**config.mk**
```make
export PLATFORM = sky130hd
export DESIGN_NAME = endpoint_lookup_probe
export DESIGN_NICKNAME = d
export VERILOG_FILES = /design/src/rtl/endpoint_lookup_pkg.sv /design/src/rtl/lookup_stat_counter.sv /design/src/rtl/endpoint_lookup_probe.sv
export SDC_FILE = /design/constraint.sdc
export NUM_CORES = 1
export LEC_CHECK = 0
export BUFFER_PORTS_ARGS = -buffer_cell sky130_fd_sc_hd__buf_2
export CORE_AREA = 2 2 189 191
export DETAILED_ROUTE_END_ITERATION = 8
export DIE_AREA = 0 0 191 193
export SETUP_SLACK_MARGIN = 0.4
export SYNTH_ARGS = -nofsm -noshare
export SYNTH_HDL_FRONTEND = slang
export SYNTH_SLANG_ARGS = --single-unit
```
**constraint.sdc**
```tcl
create_clock -name clk -period 2.8 [get_ports clk]
set_clock_uncertainty 0.1 [all_clocks]
set_input_delay 0.56 -clock clk [delete_from_list [all_inputs] [get_ports clk]]
set_output_delay 0.56 -clock clk [all_outputs]
set_load 0.005 [all_outputs]
```
**src/rtl/endpoint_lookup_pkg.sv**
```systemverilog
// Shared definitions for the endpoint lookup block: status codes, FSM states
// and the entry field layout within a table word of width W.
package endpoint_lookup_pkg;

  localparam logic [1:0] ST_HIT   = 2'b00;
  localparam logic [1:0] ST_EMPTY = 2'b01;
  localparam logic [1:0] ST_LIMIT = 2'b10;

  localparam int ENTRY_MIN_W = 160;
  localparam int IP_W        = 32;
  localparam int MAC_W       = 48;

  typedef enum logic [2:0] {
    S_IDLE  = 3'd0,
    S_ISSUE = 3'd1,
    S_WAIT  = 3'd2,
    S_EVAL  = 3'd3,
    S_RESP  = 3'd4
  } state_t;

  // Entry fields are packed from the MSB down; these return LSB positions.
  function automatic int valid_pos(input int w);
    return w - 1;
  endfunction

  function automatic int ip_lsb(input int w);
    return w - 64;
  endfunction

  function automatic int dst_lsb(input int w);
    return w - 112;
  endfunction

  function automatic int src_lsb(input int w);
    return w - 160;
  endfunction

endpackage

```
**src/rtl/lookup_stat_counter.sv**
```systemverilog
// 32-bit saturating event counter with synchronous clear; clear beats increment.
module lookup_stat_counter (
  input  logic        clk,
  input  logic        rstn,
  input  logic        clear,
  input  logic        inc,
  output logic [31:0] count
);

  // Count events, hold at all-ones, and zero on reset or clear.
  always_ff @(posedge clk) begin
    if (!rstn || clear) begin
      count <= '0;
    end else if (inc && (count != 32'hFFFF_FFFF)) begin
      count <= count + 32'd1;
    end
  end

endmodule

```
**src/rtl/endpoint_lookup_probe.sv**
```systemverilog
// IP-to-MAC endpoint resolver. Hashes the destination IP into a table index
// and linearly probes consecutive BRAM slots until a match, an empty slot,
// or the probe limit. One outstanding request at a time.
module endpoint_lookup_probe
  import endpoint_lookup_pkg::*;
#(
  parameter int ADDR_WIDTH      = 11,
  parameter int BRAM_DATA_WIDTH = 256,
  parameter int BRAM_LATENCY    = 1,
  parameter int MAX_PROBES      = 4,
  parameter int TAG_WIDTH       = 4
) (
  input  logic                              clk,
  input  logic                              rstn,
  input  logic                              req_valid,
  output logic                              req_ready,
  input  logic [31:0]                       req_ip,
  input  logic [TAG_WIDTH-1:0]              req_tag,
  output logic                              rsp_valid,
  input  logic                              rsp_ready,
  output logic                              rsp_hit,
  output logic [1:0]                        rsp_status,
  output logic [$clog2(MAX_PROBES+1)-1:0]   rsp_probes,
  output logic [TAG_WIDTH-1:0]              rsp_tag,
  output logic [47:0]                       rsp_dst_mac,
  output logic [47:0]                       rsp_src_mac,
  output logic [ADDR_WIDTH-1:0]             bram_addr,
  output logic                              bram_en,
  input  logic [BRAM_DATA_WIDTH-1:0]        bram_dout,
  input  logic                              stat_clear,
  output logic [31:0]                       stat_hits,
  output logic [31:0]                       stat_misses
);

  localparam int PW        = $clog2(MAX_PROBES + 1);
  localparam int VALID_POS = valid_pos(BRAM_DATA_WIDTH);
  localparam int IP_LSB    = ip_lsb(BRAM_DATA_WIDTH);
  localparam int DST_LSB   = dst_lsb(BRAM_DATA_WIDTH);
  localparam int SRC_LSB   = src_lsb(BRAM_DATA_WIDTH);
  localparam logic [PW-1:0] MAXP      = PW'(MAX_PROBES);
  localparam logic [1:0]    WAIT_LAST = 2'(BRAM_LATENCY - 2);

  // Reject illegal configurations at elaboration time.
  if (ADDR_WIDTH < 8 || ADDR_WIDTH > 24) begin : g_bad_addr_width
    $error("endpoint_lookup_probe: ADDR_WIDTH must be 8..24");
  end
  if (BRAM_DATA_WIDTH < ENTRY_MIN_W) begin : g_bad_data_width
    $error("endpoint_lookup_probe: BRAM_DATA_WIDTH must be >= 160");
  end
  if (BRAM_LATENCY < 1 || BRAM_LATENCY > 3) begin : g_bad_latency
    $error("endpoint_lookup_probe: BRAM_LATENCY must be 1..3");
  end
  if (MAX_PROBES < 1 || MAX_PROBES > 16) begin : g_bad_probes
    $error("endpoint_lookup_probe: MAX_PROBES must be 1..16");
  end
  if (TAG_WIDTH < 1) begin : g_bad_tag
    $error("endpoint_lookup_probe: TAG_WIDTH must be >= 1");
  end

  state_t                state;
  state_t                state_next;
  logic [31:0]           ip_q;
  logic [TAG_WIDTH-1:0]  tag_q;
  logic [ADDR_WIDTH-1:0] addr_q;
  logic [PW-1:0]         probe_cnt;
  logic [PW-1:0]         probe_inc;
  logic [1:0]            wait_cnt;
  logic [ADDR_WIDTH-1:0] home;
  logic                  entry_valid;
  logic [IP_W-1:0]       entry_ip;
  logic [MAC_W-1:0]      entry_dst;
  logic [MAC_W-1:0]      entry_src;
  logic                  ip_match;
  logic                  probe_last;
  logic                  rsp_fire;
  logic                  unused_dout;

  // Hash folds the second address-wide byte window onto the low bits.
  assign home        = req_ip[ADDR_WIDTH-1:0] ^ req_ip[ADDR_WIDTH+7:8];
  assign entry_valid = bram_dout[VALID_POS];
  assign entry_ip    = bram_dout[IP_LSB +: IP_W];
  assign entry_dst   = bram_dout[DST_LSB +: MAC_W];
  assign entry_src   = bram_dout[SRC_LSB +: MAC_W];
  assign ip_match    = entry_valid && (entry_ip == ip_q);
  assign probe_inc   = probe_cnt + 1'b1;
  assign probe_last  = (probe_inc == MAXP);
  assign rsp_fire    = (state == S_RESP) && rsp_ready;
  // Reserved and padding bits of the entry are deliberately ignored.
  assign unused_dout = ^bram_dout;

  assign rsp_tag    = tag_q;
  assign rsp_probes = probe_cnt;
  assign bram_addr  = addr_q;

  // State register.
  always_ff @(posedge clk) begin
    if (!rstn) begin
      state <= S_IDLE;
    end else begin
      state <= state_next;
    end
  end

  // Next-state decode: issue, wait out BRAM latency, evaluate, respond.
  always_comb begin
    state_next = state;
    case (state)
      S_IDLE:  if (req_valid) state_next = S_ISSUE;
      S_ISSUE: state_next = (BRAM_LATENCY == 1) ? S_EVAL : S_WAIT;
      S_WAIT:  if (wait_cnt == WAIT_LAST) state_next = S_EVAL;
      S_EVAL: begin
        if (!entry_valid || ip_match || probe_last) begin
          state_next = S_RESP;
        end else begin
          state_next = S_ISSUE;
        end
      end
      S_RESP:  if (rsp_ready) state_next = S_IDLE;
      default: state_next = S_IDLE;
    endcase
  end

  // Handshake and BRAM strobe decode purely from the current state.
  always_comb begin
    req_ready = (state == S_IDLE);
    bram_en   = (state == S_ISSUE);
    rsp_valid = (state == S_RESP);
  end

  // Request capture, probe walk and result latching.
  always_ff @(posedge clk) begin
    if (!rstn) begin
      ip_q        <= '0;
      tag_q       <= '0;
      addr_q      <= '0;
      probe_cnt   <= '0;
      wait_cnt    <= '0;
      rsp_hit     <= 1'b0;
      rsp_status  <= ST_HIT;
      rsp_dst_mac <= '0;
      rsp_src_mac <= '0;
    end else begin
      case (state)
        S_IDLE: begin
          if (req_valid) begin
            ip_q      <= req_ip;
            tag_q     <= req_tag;
            addr_q    <= home;
            probe_cnt <= '0;
          end
        end
        S_ISSUE: wait_cnt <= '0;
        S_WAIT:  wait_cnt <= wait_cnt + 2'd1;
        S_EVAL: begin
          probe_cnt <= probe_inc;
          if (!entry_valid) begin
            rsp_hit     <= 1'b0;
            rsp_status  <= ST_EMPTY;
            rsp_dst_mac <= '0;
            rsp_src_mac <= '0;
          end else if (ip_match) begin
            rsp_hit     <= 1'b1;
            rsp_status  <= ST_HIT;
            rsp_dst_mac <= entry_dst;
            rsp_src_mac <= entry_src;
          end else if (probe_last) begin
            rsp_hit     <= 1'b0;
            rsp_status  <= ST_LIMIT;
            rsp_dst_mac <= '0;
            rsp_src_mac <= '0;
          end else begin
            // Natural AW-bit overflow gives the wrap from all-ones to zero.
            addr_q <= addr_q + 1'b1;
          end
        end
        default: ;
      endcase
    end
  end

  lookup_stat_counter u_hits (
    .clk   (clk),
    .rstn  (rstn),
    .clear (stat_clear),
    .inc   (rsp_fire && rsp_hit),
    .count (stat_hits)
  );

  lookup_stat_counter u_misses (
    .clk   (clk),
    .rstn  (rstn),
    .clear (stat_clear),
    .inc   (rsp_fire && !rsp_hit),
    .count (stat_misses)
  );

endmodule

```
# Word-level counts from Yosys, hierarchy flattened
# Index checks and enable logic that the tools add are counted.
[totals]
elab_cells = 78
reg_bits = 218
in_bits = 297
[op_classes]
n_eq_ne = 16
n_reduce_logical = 20
bitwise = 1
mux = 24
addsub = 5
[op_table]
columns = ["cell", "count"]
rows = [
  ["48-bit two-way mux", 5],
  ["32-bit by 1-bit adder with 32-bit output, second input constant", 2],
  ["32-bit inequality test, second input constant", 2],
  ["11-bit two-way mux", 4],
  ["32-bit == test", 1],
  ["11-bit one-hot mux with 2 select lines", 1],
  ["3-bit two-way mux", 5],
  ["3-bit one-hot mux with 5 select lines", 1],
  ["11-bit by 1-bit adder with 11-bit output, second input constant", 1],
  ["11-bit XOR", 1],
  ["2-bit inequality test, second input constant", 5],
  ["3-bit by 2-bit == test with 1-bit output, second input constant", 2],
  ["3-bit == test, second input constant", 2],
  ["1-bit logical AND", 6],
  ["2-bit two-way mux", 3],
  ["3-bit one-hot mux with 2 select lines", 1],
  ["2-bit AND reduction", 3],
  ["5-bit AND reduction", 1],
  ["2-bit one-hot mux with 2 select lines", 1],
  ["2-bit nonzero test", 2],
  ["3-bit by 1-bit adder with 3-bit output, second input constant", 1],
  ["3-bit by 1-bit == test with 1-bit output, second input constant", 1],
  ["1-bit zero test", 3],
  ["3-bit zero test", 1],
  ["other kinds (7)", 11],
]

# Longest topological paths before layout
# Gate-level depths: netlist (run 1).
[logic_depth]
ltp_word = 6
ltp_mapped = 9

# Hierarchy
# A second synthesis (run 1) with hierarchy kept.
[unflattened]
hier_cells = 970
area_unflattened_um2 = 9044.9
[modules_own_cells]
columns = ["module", "cells_per_inst", "seq_area_each_um2", "n_inst", "area_each_um2"]
rows = [
  ["endpoint_lookup_probe", 586, 3083.0, 1, 5781.8],
  ["lookup_stat_counter at u_hits", 195, 640.6, 1, 1667.8],
  ["lookup_stat_counter at u_misses", 189, 640.6, 1, 1595.3],
]

# Least setup slack after synthesis (run 1)
# OpenSTA, ideal clock, no wires.
[synth_timing]
path_type = "in2reg"
startpoint = "input bram_dout[213]"
endpoint = "register rsp_dst_mac[21]"
setup_time_ns = 0.117
n_path_buf = 2
arrival_ns = 2.239
path_stages = 8
t_required_ns = 2.583
setup_slack_ns = 0.344
path_cell_list = "xor2_1 -> nor4_1 -> nand4_1 -> o211ai_1 -> a21oi_1 -> clkbuf_1 -> clkbuf_1 -> a22o_1"
[synth_between]
elab_chain_cells = 4
elab_cells_between_ends = 6
cone_classes = "2 x eq/ne; 2 x mux; 2 x reduce/logical"
[synth_lines]
columns = ["item", "line", "source"]
rows = [
  ["start: declaration", "endpoint_lookup_probe.sv:29", "input logic [BRAM_DATA_WIDTH-1:0] bram_dout,"],
  ["32-bit == test (*)", "endpoint_lookup_probe.sv:84", "assign ip_match = entry_valid && (entry_ip == ip_q);"],
  ["1-bit logical AND (*)", "endpoint_lookup_probe.sv:84", ""],
  ["3-bit by 1-bit inequality test with 1-bit output (no line) / 48-bit two-way mux (equally long branches)", "-", ""],
  ["2-bit AND reduction (no line) / 48-bit two-way mux (equally long branches)", "-", ""],
  ["end signal: assignment", "endpoint_lookup_probe.sv:164", "rsp_dst_mac <= entry_dst;"],
  ["end: declaration", "endpoint_lookup_probe.sv:25", "output logic [47:0] rsp_dst_mac,"],
]
# Every way passes the cells marked *; elsewhere a longest branch is shown, timed or not.
# A chain may end at the register's enable or synchronous reset.

# Worst setup path after layout (run 1)
[layout_timing]
startpoint = "register ip_q[16]"
endpoint = "register rsp_src_mac[6]"
[layout_between]
elab_chain_cells = 4
elab_cells_between_ends = 6
cone_classes = "2 x eq/ne; 2 x mux; 2 x reduce/logical"
[layout_lines]
columns = ["item", "line", "source"]
rows = [
  ["start: declaration", "endpoint_lookup_probe.sv:62", "logic [31:0] ip_q;"],
  ["start signal: assignment", "endpoint_lookup_probe.sv:146", "ip_q <= req_ip;"],
  ["32-bit == test (*)", "endpoint_lookup_probe.sv:84", ""],
  ["1-bit logical AND (*)", "endpoint_lookup_probe.sv:84", ""],
  ["3-bit by 1-bit inequality test with 1-bit output (no line) / 48-bit two-way mux (equally long branches)", "-", ""],
  ["2-bit AND reduction (no line) / 48-bit two-way mux (equally long branches)", "-", ""],
  ["end signal: assignment", "endpoint_lookup_probe.sv:165", "rsp_src_mac <= entry_src;"],
  ["end: declaration", "endpoint_lookup_probe.sv:26", "output logic [47:0] rsp_src_mac,"],
]
# Marks and branches as above.

==> impl_metrics.env, run 1 <==
export IMPL_p_total_mw=7.42
export IMPL_synth_area_leader_cell="dfxtp_1"
export IMPL_grt_overflow=0
export IMPL_ant_nets=0
export IMPL_port_buffers=353
export IMPL_synthMuxAreaShare=0.00111
export IMPL_cp_start_kind="flip-flop"
export IMPL_met2_usage=0.234
export IMPL_grt_pass1_vias=8163
export IMPL_synth_area_um2=8990
export IMPL_fillers=3611
export IMPL_synth_edff_count=0
export IMPL_synth_top_family_by_area="simple AND/OR/NAND/NOR gates"
export IMPL_yosysUniqueCellTypes=59
export IMPL_area_growth_pct=44.1
export IMPL_track_usage=0.145
export IMPL_grt_pass1_wl_um=43600
export IMPL_postSynth_asyncResetShare=0
export IMPL_fp_row_count=69
export IMPL_grt_start_max_net_pins=65
export IMPL_cts_sinks=218
export IMPL_wl_per_cell_um=16.7
export IMPL_die_h_um=193
export IMPL_cts_root_buf="clkbuf_16"
export IMPL_use_met3=0.0400
export IMPL_fin_crit_ns=2.37
export IMPL_drive_above_1_share=0.353
export IMPL_peakVddDrop_mv=0.387
export IMPL_cts_buffers=27
export IMPL_yosys_warnings=0
export IMPL_fin_setup_tns_ns=0
export IMPL_synth_area_leaders="dfxtp_1 49%, a22o_1 9.4%, xor2_1 5.1%"
export IMPL_antenna_found_initial=2
export IMPL_cp_arrival_ns=2.69
export IMPL_avgSynthCellArea_um2=9.11
export IMPL_status="completed"
export IMPL_syn_num_nets=1290
export IMPL_cts_hold_buf=0
export IMPL_drt_total_wl_um=31000
export IMPL_hpwl_um=20700
export IMPL_cp_end_kind="flip-flop"
export IMPL_yosysSeqAreaShare=0.485
export IMPL_fin_crit_sh=0.847
export IMPL_power_leakage_nw=5.66
export IMPL_crit_type="reg -> reg"
export IMPL_core_area_um2=35000
export IMPL_synth_xor_area_frac=0.0857
export IMPL_synth_seq_cells=218
export IMPL_tightest_slew_ns=0.785
export IMPL_clk_pin_slew_worst_paths_ns=0.06
export IMPL_drv_slew=0
export IMPL_synthFlopType="dfxtp_1"
export IMPL_drc_errors=0
export IMPL_die_area_um2=36900
export IMPL_initial_core_util=0.257
export IMPL_synth_top_area_frac=0.485
export IMPL_crit_fanout=5
export IMPL_fmax_ghz=0.422
export IMPL_place_congestion=0.840
export IMPL_use_met1=0.191
export IMPL_rsz0062_at_grt="true"
export IMPL_dpl_instance_area_um2=11500
export IMPL_hold_violations=0
export IMPL_cp_required_ns=3.11
export IMPL_synth_compound_area_frac=0.192
export IMPL_drtIter0Drc=406
export IMPL_yosys_area_share_simple=0.195
export IMPL_dr_pass1_iters=5
export IMPL_die_x_um=191
export IMPL_max_slew_margin_rel=0.472
export IMPL_fin_hold_ws_ns=0.140
export IMPL_via_per_inst=4.76
export IMPL_clkLatencyLatePin_ns=0.55
export IMPL_drv_cap=0
export IMPL_nets=1686
export IMPL_syn_instance_count=987
export IMPL_globalRoute_busiestLayer="met2"
export IMPL_htreeDepth=1
export IMPL_cts_tree="built"
export IMPL_cts_buffer_depth=3
export IMPL_power_density_nw_per_um2=573
export IMPL_stdcell_area_um2=13000
export IMPL_pin_count=481
export IMPL_synth_adder_area_share=0.00835
export IMPL_vias=8862
export IMPL_hold_path_class="in -> reg"
export IMPL_setup_viol=0
## metrics by stage
step	util	worst slack [ns]	instances
3_5_place_dp	0.329	0.141	1783
4_1_cts	0.354	0.432	1828
6_report	0.371	0.428	1862
5_1_grt	0.370	0.233	1860
2_1_floorplan	-	0.397	987
3_3_place_gp	0.329	0.186	1783
## registers in the layout (all words and copies together), names as in the netlist
name / count
rsp_dst_mac: 48
rsp_src_mac: 48
ip_q: 32
u_hits.count: 32
u_misses.count: 32
bram_addr: 11
rsp_tag: 4
rsp_probes: 3
state: 3
rsp_status: 2
wait_cnt: 2
rsp_hit: 1
## synth_stat cells (all sizes together), types with 12 or more instances
| cell type | instances |
|---|---|
| dfxtp | 218 |
| nand2 | 114 |
| a22o | 97 |
| a21oi | 81 |
| nor2 | 75 |
| xor2 | 52 |
| clkbuf | 44 |
| xnor2 | 36 |
| nand3 | 32 |
| o21ai | 31 |
| nand4 | 29 |
| or3 | 24 |
| nor3 | 22 |
| nor4 | 16 |
| buf | 14 |
| inv | 12 |
## worst paths after layout
| kind | from | to | slack, ns | cells after the start |
|---|---|---|---|---|
| hold / removal | bram_dout[147] | rsp_dst_mac[3] | 0.14 | 2 |
| hold reg to reg | rsp_tag[0] | rsp_tag[0] | 0.35 | 2 |
| setup reg to reg | ip_q[16] | rsp_src_mac[6] | 0.43 | 10 |
| setup / recovery | ip_q[16] | rsp_src_mac[6] | 0.43 | 10 |
## kinds of logic (layout without fill, tap and decap cells)
logic type,count (synthesis),count (layout)
AO/OA/AOI/OAI,247,250
XOR/XNOR,88,88
adder cells (fa/ha/maj),6,6
buffers and inverters,71,480
flip-flops,218,218
multiplexers,1,1
other,0,2
AND/OR/NAND/NOR,356,356
## placed cells by master (no fill, tap or decap), types with 11 or more instances in the layout
master	n
buf_2	353
dfxtp_1	211
nand2_1	113
a22o_1	97
a21oi_1	80
nor2_1	74
xor2_1	52
buf_4	39
clkbuf_16	38
xnor2_1	36
nand3_1	32
o21ai_0	30
nand4_1	28
or3_1	23
nor3_1	18
nor4_1	12
inv_1	12
and3_1	11
## layout make-up
type	count	area [um^2]	share of cell area
antenna	2	5.00	0.000386
multi-input combinational	701	4470	0.345
clock buffer	41	778	0.0601
clock inverter	4	47.5	0.00367
timing repair buffer	422	2660	0.205
tap	461	577	0.0445
inverter	13	48.8	0.00377
sequential	218	4370	0.338
## critical path: stages, from the launching register on
cell	delay, ns
dfxtp_2	0.32
xor2_1	0.16
nor4_2	0.29
buf_4	0.17
nand4_1	0.14
o211ai_1	0.21
buf_4	0.20
buf_12	0.12
a21oi_4	0.11
clkbuf_16	0.21
a22o_1	0.21
## power by group
group          leakage, nW  switching, mW  internal (mW)
combinational         3.49          0.463          0.375
sequential            1.77         0.0871           3.19
clock                0.401           1.32           1.98
total                 5.66           1.87           5.55
## layer usage
layer | vias to the layer above | part of all wire
li1 | 4369 | -
met1 | 4209 | 0.45
met2 | 246 | 0.47
met3 | 38 | 0.064
met4 | 0 | 0.017
met5 | - | 0
## what timing repair did
item | CTS | global route
cloned | 0 | 22
setup endpoints to repair | 10 | 131
pin swaps | 0 | 85
buffers inserted | 0 | 10
resized for setup | 4 | 24
Power figures use the tool's default switching activity.
==> run 2: changes to the inputs <==
--- a/config.mk
+++ b/config.mk
@@ -5,10 +5,11 @@
 export SDC_FILE = /design/constraint.sdc
 export NUM_CORES = 1
 export LEC_CHECK = 0
+export ABC_AREA = 1
 export BUFFER_PORTS_ARGS = -buffer_cell sky130_fd_sc_hd__buf_2
-export CORE_AREA = 2 2 189 191
+export CORE_AREA = 2 2 185 187
 export DETAILED_ROUTE_END_ITERATION = 8
-export DIE_AREA = 0 0 191 193
+export DIE_AREA = 0 0 187 189
 export SETUP_SLACK_MARGIN = 0.4
 export SYNTH_ARGS = -nofsm -noshare
 export SYNTH_HDL_FRONTEND = slang
==> constraint.sdc (replaced) <==
create_clock -name clk -period 2.4 [get_ports clk]
set_clock_uncertainty 0.1 [all_clocks]
set_input_delay 0.48 -clock clk [delete_from_list [all_inputs] [get_ports clk]]
set_output_delay 0.48 -clock clk [all_outputs]
set_load 0.005 [all_outputs]
==> run 2 against run 1 <==
  * Worst setup slack got worse by 0.037 ns
  * Die area decreased by 4.1%
  * Register-to-register slack got worse by 0.04 ns
  * Wire length increased by 25%
  * Critical endpoint is now rsp_dst_mac[5]
==> impl_metrics.env, run 2 <==
export IMPL_fin_crit_sh=0.837
export IMPL_grt_pass1_vias=10503
export IMPL_synth_area_leaders="dfxtp_1 42%, nand2_1 15%, a21oi_1 9.9%"
export IMPL_die_area_um2=35300
export IMPL_clkLatencyLatePin_ns=0.54
export IMPL_r2r_start="ip_q[19]"
export IMPL_synth_area_leader_cell="dfxtp_1"
export IMPL_core_area_um2=33300
export IMPL_ant_nets=0
export IMPL_final_common_cell="nand2_1"
export IMPL_fillers=3363
export IMPL_drt_total_wl_um=38900
export IMPL_htreeDepth=1
export IMPL_postSynth_asyncResetShare=0
export IMPL_yosysUniqueCellTypes=36
export IMPL_cts_buffers=26
export IMPL_hold_violations=0
export IMPL_status="completed"
export IMPL_diodes=0
export IMPL_avgSynthCellArea_um2=7.03
export IMPL_cp_start_kind="flip-flop"
export IMPL_yosysSeqAreaShare=0.425
export IMPL_synth_most_common_cell="nand2_1"
export IMPL_cp_num_buf_inv=7
export IMPL_port_buffers=353
export IMPL_via_per_inst=4.93
export IMPL_reg_largest_list="rsp_dst_mac x48, rsp_src_mac x48"
export IMPL_crit_type="reg -> reg"
export IMPL_crit_slowest_cell="dfxtp_2"
export IMPL_fmax_ghz=0.498
export IMPL_synth_seq_cells=218
export IMPL_post_route_util=0.444
export IMPL_hold_path_class="in -> reg"
export IMPL_die_h_um=189
export IMPL_peakVddDrop_mv=0.571
export IMPL_dr_pass1_iters=5
export IMPL_power_leakage_nw=6.20
export IMPL_wl_per_cell_um=16.7
export IMPL_clk_pin_slew_worst_paths_ns=0.06
export IMPL_synth_common_cells="402 x nand2_1, 218 x dfxtp_1, 204 x a21oi_1, 114 x nand4_1, 105 x inv_1"
export IMPL_hpwl_um=24300
export IMPL_cpPeakStageDelay_ns=0.33
export IMPL_grt_overflow=0
export IMPL_drtIter0Drc=641
export IMPL_synth_edff_count=0
export IMPL_fin_crit_ns=2.01
export IMPL_cts_root_buf="clkbuf_16"
export IMPL_cp_top_family="buffers and inverters"
export IMPL_drc_errors=0
export IMPL_drv_cap=0
export IMPL_worstPathCellList="xnor2_2 -> nand2_1 -> nor2_1 -> nand2_2 -> nor2_4 -> buf_6 -> buf_6 -> buf_6 -> buf_6 -> buf_6 -> buf_6 -> buf_8 -> nand4_1 -> a21oi_1"
export IMPL_place_congestion=0.888
export IMPL_holdPathEnd="ip_q[21]"
export IMPL_dp_cells=2221
export IMPL_setup_viol=0
export IMPL_cts_tree="built"
export IMPL_fp_row_count=67
export IMPL_fin_cells=2327
export IMPL_max_slew_margin_rel=0.512
export IMPL_layout_common_cells="386 x nand2_1, 354 x buf_2, 202 x a21oi_1, 195 x dfxtp_1, 114 x nand4_1"
export IMPL_die_x_um=187
export IMPL_grt_start_max_net_pins=134
export IMPL_nets=2162
export IMPL_pin_count=481
export IMPL_antenna_found_initial=3
export IMPL_power_density_nw_per_um2=593
export IMPL_tightest_slew_ns=0.732
export IMPL_grt_pass1_wl_um=55100
export IMPL_cts_sinks=218
export IMPL_syn_num_nets=1765
export IMPL_hp_start="req_ip[21]"
export IMPL_hold_depth=3
export IMPL_p_total_mw=8.76
export IMPL_area_growth_pct=43.7
export IMPL_syn_instance_count=1462
export IMPL_initial_core_util=0.309
export IMPL_cp_end_kind="flip-flop"
export IMPL_cp_arrival_ns=2.37
export IMPL_synth_area_um2=10300
export IMPL_regToRegSetupSlack_ns=0.39
export IMPL_crit_fanout=6
export IMPL_fin_hold_ws_ns=0.109
export IMPL_vias=11482
export IMPL_reg2regPathDepth=14
export IMPL_track_usage=0.188
export IMPL_synth_top_area_frac=0.425
export IMPL_synthFlopType="dfxtp_1"
export IMPL_yosys_warnings=0
export IMPL_critPathMostFrequentCell="buf_6"
export IMPL_cp_required_ns=2.76
export IMPL_rsz0062_at_grt="true"
export IMPL_cts_buffer_depth=3
export IMPL_drv_slew=0
export IMPL_r2r_end="rsp_dst_mac[5]"
export IMPL_fin_setup_tns_ns=0
export IMPL_drive_above_1_share=0.316
-- run 2: cell count changes after synthesis, moves of 15 or more --
cell     previous run  this run
nand3_1            32        64
a22o_1             97         0
buf_2               8        26
nor3_1             21        41
or3_1              24         0
a21oi_1            81       204
inv_1              12       105
xor2_1             52        31
nand2_1           114       402
nor4_1             16         1
o21ai_0            30        46
nand4_1            28       114
-- run 2: layout make-up --
cell class,instances,area (um^2),share of cell area
multi-input cells,1054,5490,0.372
flip-flops and latches,218,4400,0.298
repair buffers,450,3030,0.205
clock buffers,42,812,0.0550
well taps,448,561,0.0380
inverters,109,417,0.0282
clock inverters,6,61.3,0.00415
-- run 2: kinds of logic (layout without fill, tap and decap cells) --
group,count (synthesis),count (layout),share of synthesized area
AOI/OAI and AO/OA,259,259,0.128
xor gates and xnor gates,63,63,0.0537
adders and majority gates,6,6,0.00730
buffers and inverters,192,607,0.0744
DFF,218,218,0.425
muxes,1,1,0.000974
and+or+nand+nor,723,725,0.311
-- run 2: timing repair --
item | 4_1_cts | 5_1_grt
hold buffers | 0 | 0
endpoints found under the setup margin | 132 | 176
pin swaps | 5 | 37
hold endpoints to repair | 0 | 0
cloned | 2 | 23
gates resized for setup | 25 | 118
buffers inserted | 8 | 25
-- run 2: through the flow --
step / instance area, um^2 / setup slack (ns)
3_3_place_gp: 12700 / 0.00875
6_report: 14800 / 0.391
5_1_grt: 14800 / 0.267
4_1_cts: 13800 / 0.339
2_1_floorplan: 10300 / 0.451
3_5_place_dp: 12700 / 0.0147
-- run 2: per-layer routing --
layer  track usage  up-vias  wire, um
met5             0        -        36
met1         0.236     5335     16300
met3        0.0543       67      3030
met4        0.0482        6       979
met2         0.318      389     18600
li1              -     5685         -
-- run 2: tightest hold or removal path: stages --
cell	delay (ns)
buf_2	0.09
nand3_1	0.07
a21oi_1	0.06
-- run 2: worst max path at each step --
stage	start	end	slack, ns	cells past startpoint
global placement	bram_dout[211]	rsp_src_mac[46]	0.009	12
CTS	state[1]	req_ready	0.34	3
global route	ip_q[19]	rsp_dst_mac[47]	0.27	14
finish	ip_q[19]	rsp_dst_mac[5]	0.39	14
detailed placement	bram_dout[211]	rsp_src_mac[17]	0.01	12
floorplan	u_hits.count[0]	u_hits.count[17]	0.45	10
-- run 2: where the power goes --
group | switching [mW] | internal (mW)
registers | 0.0856 | 3.72
clock network | 1.61 | 2.41
logic | 0.540 | 0.394
==> run 3: changes to the inputs <==
==> constraint.sdc (replaced) <==
create_clock -name clk -period 1.7 [get_ports clk]
set_clock_uncertainty 0.1 [all_clocks]
set_input_delay 0.34 -clock clk [delete_from_list [all_inputs] [get_ports clk]]
set_output_delay 0.34 -clock clk [all_outputs]
set_load 0.005 [all_outputs]
==> run 3 against run 2 <==
  * The flow now finishes with violations (negative setup slack)
  * Global-route usage is 4.0 points higher
  * Utilization up 16 points
  * Final cell count grew 15%
  * Via count up 20%
  * Maximum frequency is 0.82% lower
  * Critical path depth is 3 lower
  * Clock power up 51%
  * Hold slack worse by 0.10 ns
  * Wire length grew 22%
  * Non-clock buffer count is 352 higher
  * Sequential share of layout area is 7.5 points lower
  * Critical endpoint is now rsp_dst_mac[10]
==> impl_metrics.env, run 3 (same netlist as run 2, synthesis figures left out) <==
export IMPL_status="finished with violations"
export IMPL_violations="negative setup slack"
export IMPL_nets=2516
export IMPL_layout_common_cells="338 x buf_2, 282 x nand2_1, 197 x buf_4, 168 x dfxtp_1, 156 x a21oi_1"
export IMPL_p_total_mw=13.6
export IMPL_power_density_nw_per_um2=680
export IMPL_fin_hold_ws_ns=0.00600
export IMPL_area_growth_pct=94.8
export IMPL_regToRegSetupSlack_ns=-0.33
export IMPL_initial_core_util=0.309
export IMPL_stdcell_area_um2=20000
export IMPL_rsz0062_at_grt="true"
export IMPL_hold_path_class="in -> reg"
export IMPL_hpwl_um=27500
export IMPL_place_congestion=0.914
export IMPL_htreeDepth=1
export IMPL_setup_slack_ns=-0.326
export IMPL_fillers=2688
export IMPL_cp_num_buf_inv=4
export IMPL_cts_tree="built"
export IMPL_cp_end_kind="flip-flop"
export IMPL_core_area_um2=33300
export IMPL_final_common_cell="buf_2"
export IMPL_multi_input_area_um2=6870
export IMPL_drc_errors=0
export IMPL_cp_top_family="simple AND/OR/NAND/NOR gates"
export IMPL_hold_violations=0
export IMPL_reg_largest_list="rsp_dst_mac x48, rsp_src_mac x48"
export IMPL_vias=13783
export IMPL_regArea_um2=4470
export IMPL_clk_pin_slew_worst_paths_ns=0.06
export IMPL_holdPathEnd="ip_q[7]"
export IMPL_fin_crit_ns=2.03
export IMPL_ant_nets=0
export IMPL_drive_above_1_share=0.498
export IMPL_reg2regPathDepth=11
export IMPL_dr_pass1_iters=7
export IMPL_r2r_end="rsp_dst_mac[10]"
export IMPL_grt_pass1_vias=12763
export IMPL_cts_buffer_depth=3
export IMPL_cp_arrival_ns=2.38
export IMPL_cts_sinks=218
export IMPL_cpPeakStageDelay_ns=0.37
export IMPL_r2r_start="ip_q[2]"
export IMPL_grt_start_max_net_pins=134
export IMPL_fmax_ghz=0.494
export IMPL_worstPathCellList="xnor2_1 -> nand2_1 -> nor2_1 -> nand2_1 -> nor2_4 -> buf_6 -> buf_12 -> buf_12 -> buf_16 -> nand4_1 -> a21oi_1"
export IMPL_die_area_um2=35300
export IMPL_cp_start_kind="flip-flop"
export IMPL_hold_depth=3
export IMPL_fin_crit_sh=1.19
export IMPL_power_leakage_nw=9.01
export IMPL_dpl_instance_area_um2=14300
export IMPL_cts_root_buf="clkbuf_16"
export IMPL_drv_slew=0
export IMPL_crit_type="reg -> reg"
export IMPL_antenna_found_initial=2
export IMPL_drv_cap=0
export IMPL_grt_overflow=0
export IMPL_cp_required_ns=2.06
export IMPL_crit_slowest_cell="dfxtp_1"
export IMPL_die_h_um=189
export IMPL_via_per_inst=5.13
export IMPL_max_slew_margin_rel=0.447
export IMPL_peakVddDrop_mv=0.681
export IMPL_clkLatencyLatePin_ns=0.54
export IMPL_drtIter0Drc=815
export IMPL_die_x_um=187
export IMPL_drt_total_wl_um=47400
export IMPL_track_usage=0.229
export IMPL_port_buffers=353
export IMPL_pin_count=481
export IMPL_setup_viol=186
export IMPL_wl_per_cell_um=17.6
export IMPL_crit_fanout=7
export IMPL_fp_row_count=67
export IMPL_cts_buffers=27
export IMPL_grt_pass1_wl_um=66100
export IMPL_tightest_slew_ns=0.829
export IMPL_hp_start="req_ip[7]"
==> run 3: cell count changes in the layout (fill, tap and decap cells not counted), sizes merged, moves of 2 or more <==
cell	previous run	this run
buf	437	672
bufinv	1	4
clkinv	4	6
dlygate4sd3	0	114
diode	0	4
clkbuf	55	53
==> run 3: how the worst max path moves through the flow <==
stage                  endpoint             from  slack (ns)  depth (start not counted)
2_1_floorplan  u_hits.count[23]  u_hits.count[4]        0.03                          8
3_3_place_gp    rsp_dst_mac[29]   bram_dout[216]       -0.28                         12
3_5_place_dp    rsp_dst_mac[22]   bram_dout[216]       -0.31                         14
4_1_cts         u_hits.count[3]         state[0]       -0.21                          8
5_1_grt         rsp_dst_mac[11]          ip_q[2]       -0.41                         12
6_report        rsp_dst_mac[10]          ip_q[2]       -0.33                         11
==> run 3: cell type report <==
type / count / area share
Antenna cell: 4 / 0.000500
Clock buffer: 37 / 0.0381
Clock inverter: 12 / 0.00825
Inverter: 109 / 0.0212
Multi-Input combinational cell: 1055 / 0.343
Sequential cell: 218 / 0.223
Tap cell: 448 / 0.0280
Timing Repair Buffer: 802 / 0.338
==> run 3: layer usage <==
metal  vias up  part of all wire  global-route usage  wire length (um)
li1       6407                 -                   -                 -
met1      6476              0.38               0.275             18100
met2       711              0.48               0.392             22800
met3       189             0.083              0.0495              3920
met4         0             0.052               0.104              2480
met5         -                 0                   0                 0
==> run 3: worst reg2reg max path: stages (launching register included) <==
cell     delay, ns
dfxtp_1       0.37
xnor2_1       0.14
nand2_1       0.07
nor2_1        0.13
nand2_1       0.10
nor2_4        0.17
buf_6         0.14
buf_12        0.15
buf_12        0.14
buf_16        0.12
nand4_1       0.16
a21oi_1       0.17
==> run 3: report_power, final <==
group	leakage, nW	internal [mW]	switching [mW]	total (mW)
Clock	0.455	3.73	2.34	6.07
Sequential	1.79	5.23	0.119	5.35
Combinational	6.76	1.11	1.08	2.19
==> run 3: stage by stage <==
step	std cells	setup slack [ns]	TNS [ns]	util
6_report	2685	-0.326	-29.20	0.602
3_5_place_dp	2400	-0.312	-36.89	0.429
3_3_place_gp	2400	-0.282	-33.53	0.429
2_1_floorplan	1462	0.0279	0	-
5_1_grt	2683	-0.410	-49.55	0.602
4_1_cts	2601	-0.206	-19.77	0.528
==> run 3: repair_timing <==
| item | in CTS | in global routing |
|---|---|---|
| cloned | 14 | 20 |
| buffers inserted | 24 | 60 |
| hold buffers | 114 | 0 |
| pin swaps | 99 | 172 |
| endpoints found under the setup margin | 401 | 402 |
| endpoints found under the hold margin | 114 | 0 |
| gates resized for setup | 185 | 430 |
